==> src/rtl/mem_stage_pkg.sv <==
// Shared processor package: SRAM access FSM encoding, default data-memory base
// and the byte-address to SRAM word-index mapping.
package mem_stage_pkg;

  localparam logic [31:0] MEM_BASE_DEFAULT = 32'd1024;

  typedef enum logic [1:0] {
    IDLE = 2'd0,
    LOW  = 2'd1,
    HIGH = 2'd2,
    DONE = 2'd3
  } mem_state_e;

  // Word index keeps 17 bits; anything above wraps silently.
  function automatic logic [16:0] word_index(input logic [31:0] addr,
                                             input logic [31:0] base);
    logic [31:0] off;
    off = addr - base;
    return off[18:2];
  endfunction

endpackage

==> src/rtl/sram_controller.sv <==
// Sequences one 32-bit access as two 16-bit SRAM halves (low then high), each
// held WAIT_CYCLES cycles, and assembles read data.
module sram_controller
  import mem_stage_pkg::*;
#(
  parameter int WAIT_CYCLES = 2
) (
  input  logic        clk,
  input  logic        rst,
  input  logic        req_i,
  input  logic        wr_i,
  input  logic [16:0] index_i,
  input  logic [31:0] wdata_i,
  input  logic [15:0] sram_dq_i,
  output logic [17:0] sram_addr_o,
  output logic [15:0] sram_dq_o,
  output logic        sram_dq_oe_o,
  output logic        sram_we_n_o,
  output logic        freeze_o,
  output logic        fin_o,
  output logic [31:0] rd_word_o
);

  localparam logic [2:0] LAST = 3'(WAIT_CYCLES - 1);

  mem_state_e  state_q, state_d;
  logic [2:0]  cnt_q, cnt_d;
  logic [15:0] lo_q, lo_d;
  logic        last, busy, half;

  assign last = (cnt_q == LAST);

  always_comb begin
    state_d  = state_q;
    cnt_d    = cnt_q + 3'd1;
    lo_d     = lo_q;
    freeze_o = 1'b0;
    fin_o    = 1'b0;
    busy     = 1'b0;
    half     = 1'b0;
    case (state_q)
      IDLE: begin
        cnt_d = '0;
        if (req_i) begin
          state_d  = LOW;
          freeze_o = 1'b1;
        end
      end
      LOW: begin
        busy     = 1'b1;
        freeze_o = 1'b1;
        if (last) begin
          state_d = HIGH;
          cnt_d   = '0;
          lo_d    = sram_dq_i;
        end
      end
      HIGH: begin
        busy     = 1'b1;
        half     = 1'b1;
        freeze_o = 1'b1;
        if (last) begin
          state_d = DONE;
          cnt_d   = '0;
          fin_o   = 1'b1;
        end
      end
      DONE: begin
        state_d = IDLE;
        cnt_d   = '0;
      end
      default: begin
        state_d = IDLE;
        cnt_d   = '0;
      end
    endcase
  end

  // Outside LOW/HIGH the bus is parked: no strobe, no drive, address 0.
  assign sram_addr_o  = busy ? {index_i, half} : 18'd0;
  assign sram_dq_oe_o = busy & wr_i;
  assign sram_we_n_o  = ~(busy & wr_i);
  assign sram_dq_o    = (busy & wr_i) ? (half ? wdata_i[31:16] : wdata_i[15:0]) : 16'd0;
  assign rd_word_o    = {sram_dq_i, lo_q};

  always_ff @(posedge clk or negedge rst) begin
    if (!rst) begin
      state_q <= IDLE;
      cnt_q   <= '0;
      lo_q    <= '0;
    end else begin
      state_q <= state_d;
      cnt_q   <= cnt_d;
      lo_q    <= lo_d;
    end
  end

endmodule

==> src/rtl/mem_stage.sv <==
// Pipeline MEM stage: control passthroughs, load result register and the SRAM
// controller. Define MEM_STAGE_LAST_WORD_CACHE_EN for a one-entry last-word cache.
module mem_stage
  import mem_stage_pkg::*;
#(
  parameter int          WAIT_CYCLES = 2,
  parameter logic [31:0] MEM_BASE    = MEM_BASE_DEFAULT
) (
  input  logic        clk,
  input  logic        rst,
  input  logic        MEM_R_EN_in,
  input  logic        MEM_W_EN_in,
  input  logic        WB_EN_in,
  input  logic [3:0]  Dest_in,
  input  logic [31:0] ALU_Res_in,
  input  logic [31:0] Val_Rm_in,
  output logic        WB_EN_out,
  output logic        MEM_R_EN_out,
  output logic [3:0]  Dest_out,
  output logic [31:0] ALU_Res_out,
  output logic [31:0] MEM_Result,
  output logic        freeze,
  output logic [17:0] SRAM_ADDR,
  output logic [15:0] SRAM_DQ_out,
  input  logic [15:0] SRAM_DQ_in,
  output logic        SRAM_DQ_oe,
  output logic        SRAM_WE_N
);

  logic [16:0] index;
  logic        wr, rd, req, fin;
  logic [31:0] rd_word, result_q, result_d;

  assign WB_EN_out    = WB_EN_in;
  assign MEM_R_EN_out = MEM_R_EN_in;
  assign Dest_out     = Dest_in;
  assign ALU_Res_out  = ALU_Res_in;

  assign index = word_index(ALU_Res_in, MEM_BASE);
  // Both enables set is a store.
  assign wr    = MEM_W_EN_in;
  assign rd    = MEM_R_EN_in & ~MEM_W_EN_in;

`ifdef MEM_STAGE_LAST_WORD_CACHE_EN
  logic        valid_q, valid_d, hit;
  logic [16:0] tag_q, tag_d;
  logic [31:0] data_q, data_d;

  // Upstream is frozen while the FSM is busy, so a matching read can only be
  // presented here while the controller is idle.
  assign hit        = rd & valid_q & (tag_q == index);
  assign req        = (rd | wr) & ~hit;
  assign MEM_Result = hit ? data_q : result_q;

  always_comb begin
    valid_d  = valid_q;
    tag_d    = tag_q;
    data_d   = data_q;
    result_d = result_q;
    if (fin) begin
      valid_d = 1'b1;
      tag_d   = index;
      data_d  = wr ? Val_Rm_in : rd_word;
      if (!wr) result_d = rd_word;
    end else if (hit) begin
      result_d = data_q;
    end
  end

  always_ff @(posedge clk or negedge rst) begin
    if (!rst) begin
      valid_q <= 1'b0;
      tag_q   <= '0;
      data_q  <= '0;
    end else begin
      valid_q <= valid_d;
      tag_q   <= tag_d;
      data_q  <= data_d;
    end
  end
`else
  assign req        = rd | wr;
  assign MEM_Result = result_q;

  always_comb begin
    result_d = result_q;
    if (fin && !wr) result_d = rd_word;
  end
`endif

  always_ff @(posedge clk or negedge rst) begin
    if (!rst) result_q <= '0;
    else      result_q <= result_d;
  end

  sram_controller #(
    .WAIT_CYCLES(WAIT_CYCLES)
  ) u_ctrl (
    .clk         (clk),
    .rst         (rst),
    .req_i       (req),
    .wr_i        (wr),
    .index_i     (index),
    .wdata_i     (Val_Rm_in),
    .sram_dq_i   (SRAM_DQ_in),
    .sram_addr_o (SRAM_ADDR),
    .sram_dq_o   (SRAM_DQ_out),
    .sram_dq_oe_o(SRAM_DQ_oe),
    .sram_we_n_o (SRAM_WE_N),
    .freeze_o    (freeze),
    .fin_o       (fin),
    .rd_word_o   (rd_word)
  );

endmodule

==> config.mk <==
export PLATFORM = sky130hd
export DESIGN_NAME = mem_stage
export DESIGN_NICKNAME = d
export VERILOG_FILES = /design/src/rtl/mem_stage_pkg.sv /design/src/rtl/sram_controller.sv /design/src/rtl/mem_stage.sv
export SDC_FILE = /design/constraint.sdc
export NUM_CORES = 1
export LEC_CHECK = 0
export BUFFER_PORTS_ARGS = -buffer_cell sky130_fd_sc_hd__buf_2
export CAP_MARGIN = 15
export CELL_PAD_IN_SITES_DETAIL_PLACEMENT = 0
export CELL_PAD_IN_SITES_GLOBAL_PLACEMENT = 1
export CORE_MARGIN = 2
export CORE_UTILIZATION = 32
export CTS_CLUSTER_DIAMETER = 100
export CTS_CLUSTER_SIZE = 8
export DETAILED_ROUTE_END_ITERATION = 12
export PLACE_DENSITY_LB_ADDON = 0.1
export SYNTH_ARGS = -nofsm -noshare
export SYNTH_HDL_FRONTEND = slang
export SYNTH_SLANG_ARGS = --single-unit
==> constraint.sdc <==
create_clock -name clk -period 3.55 [get_ports clk]
set_input_delay 0.1775 -clock clk [delete_from_list [all_inputs] [get_ports clk]]
set_output_delay 0.1775 -clock clk [all_outputs]
set_load 0.005 [all_outputs]
After elaboration in Yosys (flattened, before gate mapping)
Cells that the tools add are included.
Widths: inputs -> output; s select.

storage, ports and cells
  register bits = 53
  input bits = 89
  output and inout port bits = 107
  word-level logic and storage cells = 40

cells by class
  $add $sub $neg = 2
  eq/ne operators = 7
  muxes and demuxes = 15
  bitwise logic cells = 5
  reductions and logical operators = 7

operator list
  cell                    count
  $mux 16                 2
  $sub 19x11->19 const B  1
  $mux 18                 1
  $pmux 2 s4              1
  $mux 2                  3
  $pmux 3 s2              1
  $mux 1                  5
  $eq 2x2->1 const B      2
  $ne 2x1->1 const B      2
  $reduce_or 2->1         2
  $add 3x1->3 const B     1
  $eq 3x1->1 const B      1
  $mux 3                  1
  $reduce_and 3->1        1
  $and 1x1->1             2
  $eq 2x1->1 const B      1
  $logic_not 2->1         1
  $ne 2x2->1 const B      1
  $not 1->1               2
  $pmux 1 s2              1
  $reduce_and 2->1        1
  $logic_and 1x1->1       1
  $logic_not 1->1         1
  $or 1x1->1              1

Depth between registers and ports, before layout
  depth after elaboration = 5
  depth in mapped cells = 6
  depth with buffers taken out = 5

Hierarchy
A second synthesis with hierarchy kept.

second synthesis, totals
  cell total of the unflattened synthesis = 265
  area, all modules = 3098.0 µm²

by module, submodules not included
  module           instances  cells each  area each (µm²)  sequential area each (µm²)
  mem_stage        1          128         1637.8           800.8
  sram_controller  1          137         1460.2           525.5

Worst setup path before layout
OpenSTA, ideal clock, no wires.

  path kind = reg2reg
  from = reg u_ctrl.state_q[0]
  to = reg result_q[10], in the netlist MEM_Result[10]
  setup time = 0.125 ns
  arrival time = 1.722 ns
  required time = 3.425 ns
  setup slack = 1.703 ns
  stages on the path, launching flop included = 7
  path buffers = 2
  clock period less this slack = 1.847 ns
  path through = dfrtp_1 -> inv_1 -> ha_1 -> clkbuf_1 -> nand3b_1 -> buf_2 -> mux2_2

between the ends
  cells in the longest elaborated chain, start to end = 3

RTL lines
  what                    line                   text
  start, declared         sram_controller.sv:26  mem_state_e state_q, state_d;
  start signal, assigned  sram_controller.sv:92  state_q <= state_d;
  $eq 2x2->1              sram_controller.sv:41  case (state_q)
  $mux 1                  sram_controller.sv:41
  $logic_and 1x1->1       mem_stage.sv:87        if (fin && !wr) result_d = rd_word;
  end signal, assigned    mem_stage.sv:93        else result_q <= result_d;
  end, declared           mem_stage.sv:32        logic [31:0] rd_word, result_q, result_d;

Every way passes these cells.
A chain may end at the register's enable or synchronous reset.

Final worst setup path
  from = reg u_ctrl.state_q[0]
  to = out SRAM_DQ_out[9]

between the ends
  cells in the longest elaborated chain, start to end = 5
  elaborated cells between the ends (all ways) = 8
  those cells by class = 2 x eq/ne; 4 x mux; 1 x bitwise; 1 x reduce/logical

RTL lines
  what                                      line                   text
  $eq 2x1->1 or $eq 2x2->1 (tied branches)  sram_controller.sv:41
  $reduce_or 2->1 (no source line)          --
  $mux 1                                    sram_controller.sv:41
  $and 1x1->1                               sram_controller.sv:83  assign sram_dq_o = (busy & wr_i) ? (half ? wdata_i[31:16] : wdata_i[15:0]) : 16'd0;
  $mux 16 (*)                               sram_controller.sv:83
  end, declared                             mem_stage.sv:24        output logic [15:0] SRAM_DQ_out,

Mark *: on every way between the ends. The rest lies on a longest branch, timed or not.

==> impl_metrics.json <==
{
  "numCtsBuffers": 5,
  "io_pins": 196,
  "drive_gt1_share_pct": 59.50,
  "nets": 456,
  "drc": 0,
  "hpwl_mm": 4.636,
  "std_cell_rows": 34,
  "cts_max_path_buffers": 2,
  "initial_core_util_pct": 32.72,
  "syn_area_sq_um": 2825,
  "multiInputGateArea_sq_um": 1144,
  "synth_common_cells": "53 x dfrtp_1, 48 x mux2_2, 39 x buf_4",
  "numClockSinks": 53,
  "synth_edf_count": 0,
  "worst_slew_pin_slew_ns": 0.8032,
  "die_height_um": 97.96,
  "yosysTopAreaCell": "dfrtp_1",
  "wl_per_cell_um": 12.87,
  "n_fill_cell": 870,
  "place_congestion": 0.7651,
  "fin_ws_ns": 1.354,
  "path_class": "register to output pin",
  "grt_pass1_wl_mm": 9.963,
  "finalHoldViolations": 0,
  "n_antenna_cell": 0,
  "p_total_uw": 2739,
  "vias": 2141,
  "routed_wl_mm": 6.064,
  "cp-start-kind": "register",
  "slew_headroom_pct": 46.46,
  "synth_seq_area_share_pct": 46.94,
  "yosys_warnings": 0,
  "htreeDepth": 2,
  "p_per_area_nw_per_um2": 771.1,
  "post-synth-top-count-cell": "dfrtp_1",
  "final_util_pct": 41.13,
  "clock.fmax_mhz": 455.3,
  "die_w_um": 97.96,
  "tns_ns": 0,
  "first_pass_iters": 4,
  "clk-insertion-delay-late_ns": 0.30,
  "ys.flop_type": "dfrtp_1",
  "grt_overflow_total": 0,
  "rsz0062_at_grt": "false",
  "setup_viol": 0,
  "hp-class": "input port to register",
  "grt_antenna_before_repair": 0,
  "netlist.area_leader.share_pct": 46.94,
  "place.port_buffers": 155,
  "synth_fp_nets": 338,
  "syn_to_final_growth_pct": 25.73,
  "async_flop_share_pct": 100.0,
  "drtIter0Drc": 28,
  "drv_cap": 0,
  "cts_tree": "yes",
  "grt_use_total_pct": 12.62,
  "grt_pass1_vias": 2074,
  "core_region_area_sq_um": 8636,
  "dp_slack_ns": 1.366,
  "synth_area_leaders": "dfrtp_1 47%, mux2_2 19%, buf_4 10%, mux2i_1 6.4%, nor2_1 3.2%",
  "fin_crit_sh_pct": 61.87,
  "skew_ns": 0.004826,
  "seq_area_sq_um": 1326,
  "cts.clk_slew.worst_paths_ns": 0.09,
  "avgViaCountPerCell": 4.546,
  "end_kind": "output pin",
  "leakagePower_uw": 0.001853,
  "ant_nets": 0,
  "die_area_sq_um": 9596,
  "slew_viol_final": 0,
  "grt_max_degree": 33,
  "synthCells": 244,
  "period_minus_slack_ns": 2.196,
  "ys_seq_elements": 53,
  "avgSynthCellArea_sq_um": 11.58,
  "ir_drop_mv": 0.2432,
  "status": "completed",
  "cp_max_fo": 18,
  "cts_root_buf": "clkbuf_8",
  "cp_data_required_time_ns": 3.37,
  "crit_arrival_ns": 2.02,
  "synth.distinct_cells": 25
}
repair_timing:
action                    in CTS  in global routing
hold buffers                   1                  0
hold endpoints to repair      21                  0
buffers inserted               0                  0
gates resized for setup        0                  0
routing by layer:
layer  wire length [um]  vias to the layer above  GRT usage (%)  share of wire (%)
li1                   -                     1031              -                  -
met1               2579                      986          15.93                 43
met2               2847                      115          20.60                 47
met3                552                        9          4.080                9.1
met4                 85                        0          3.953                1.4
met5                  0                        -              0                  0
cells in the final DEF (no fill, tap or decap), types with 3 or more instances in the layout:
cell / instances
and2_1: 9
dfrtp_1: 53
clkbuf_8: 6
mux2_2: 48
nor2_1: 24
o21ai_0: 3
nand2b_1: 4
buf_2: 155
mux2i_1: 18
inv_1: 6
buf_4: 3
nand2_1: 3
a21oi_1: 7
ha_1: 5
stage by stage:
step	hold slack [ns]	std cells	instance area (sq um)
floorplan	-0.1181	244	2825
global placement	0.1664	462	3426
detailed placement	0.1682	462	3426
CTS	0.1121	471	3552
global route	0.1083	471	3552
finish	0.1205	471	3552
critical path, stage by stage (launching register included):
cell	delay, ns
dfrtp_1	0.42
inv_1	0.08
ha_1	0.47
nand2_1	0.42
nor2_1	0.20
buf_2	0.13
registers in the layout (all words and copies together) (netlist names):
register,flops
MEM_Result,32
u_ctrl.state_q,2
u_ctrl.cnt_q,3
u_ctrl.lo_q,16
final timing paths:
| path | end | cells past startpoint | slack (ns) | from |
|---|---|---|---|---|
| max reg2reg | u_ctrl.lo_q[9] | 3 | 1.45 | u_ctrl.cnt_q[1] |
| min reg2reg | u_ctrl.cnt_q[0] | 1 | 0.50 | u_ctrl.cnt_q[0] |
| max | SRAM_DQ_out[9] | 5 | 1.35 | u_ctrl.state_q[0] |
| max in group asynchronous | MEM_Result[23] | 3 | 2.41 | rst |
| min | MEM_Result[20] | 2 | 0.12 | SRAM_DQ_in[4] |
| min in group asynchronous | MEM_Result[22] | 2 | 0.36 | rst |
layout make-up:
type / instances / share of cell area [%]
Clock buffer: 7 / 2.430
Clock inverter: 1 / 0.8454
Inverter: 6 / 0.6340
Multi-Input combinational cell: 137 / 32.19
Sequential cell: 53 / 37.34
Tap cell: 108 / 3.804
Timing Repair Buffer: 159 / 22.75
cells by family (layout without fill, tap and decap cells):
| group | Yosys count | count (layout) | share of synthesized area, % |
|---|---|---|---|
| compound gates | 14 | 14 | 2.967 |
| xor+xnor | 2 | 2 | 0.6201 |
| fa+ha+maj | 5 | 5 | 2.214 |
| buf+inv | 54 | 173 | 12.58 |
| flops | 53 | 53 | 46.94 |
| mux | 66 | 66 | 25.51 |
| simple gates | 50 | 50 | 9.167 |
power by group:
part	switching (uW)	internal, uW
clock	183	230
combinational	587	708
sequential	137	893
Power figures use the tool's default switching activity.
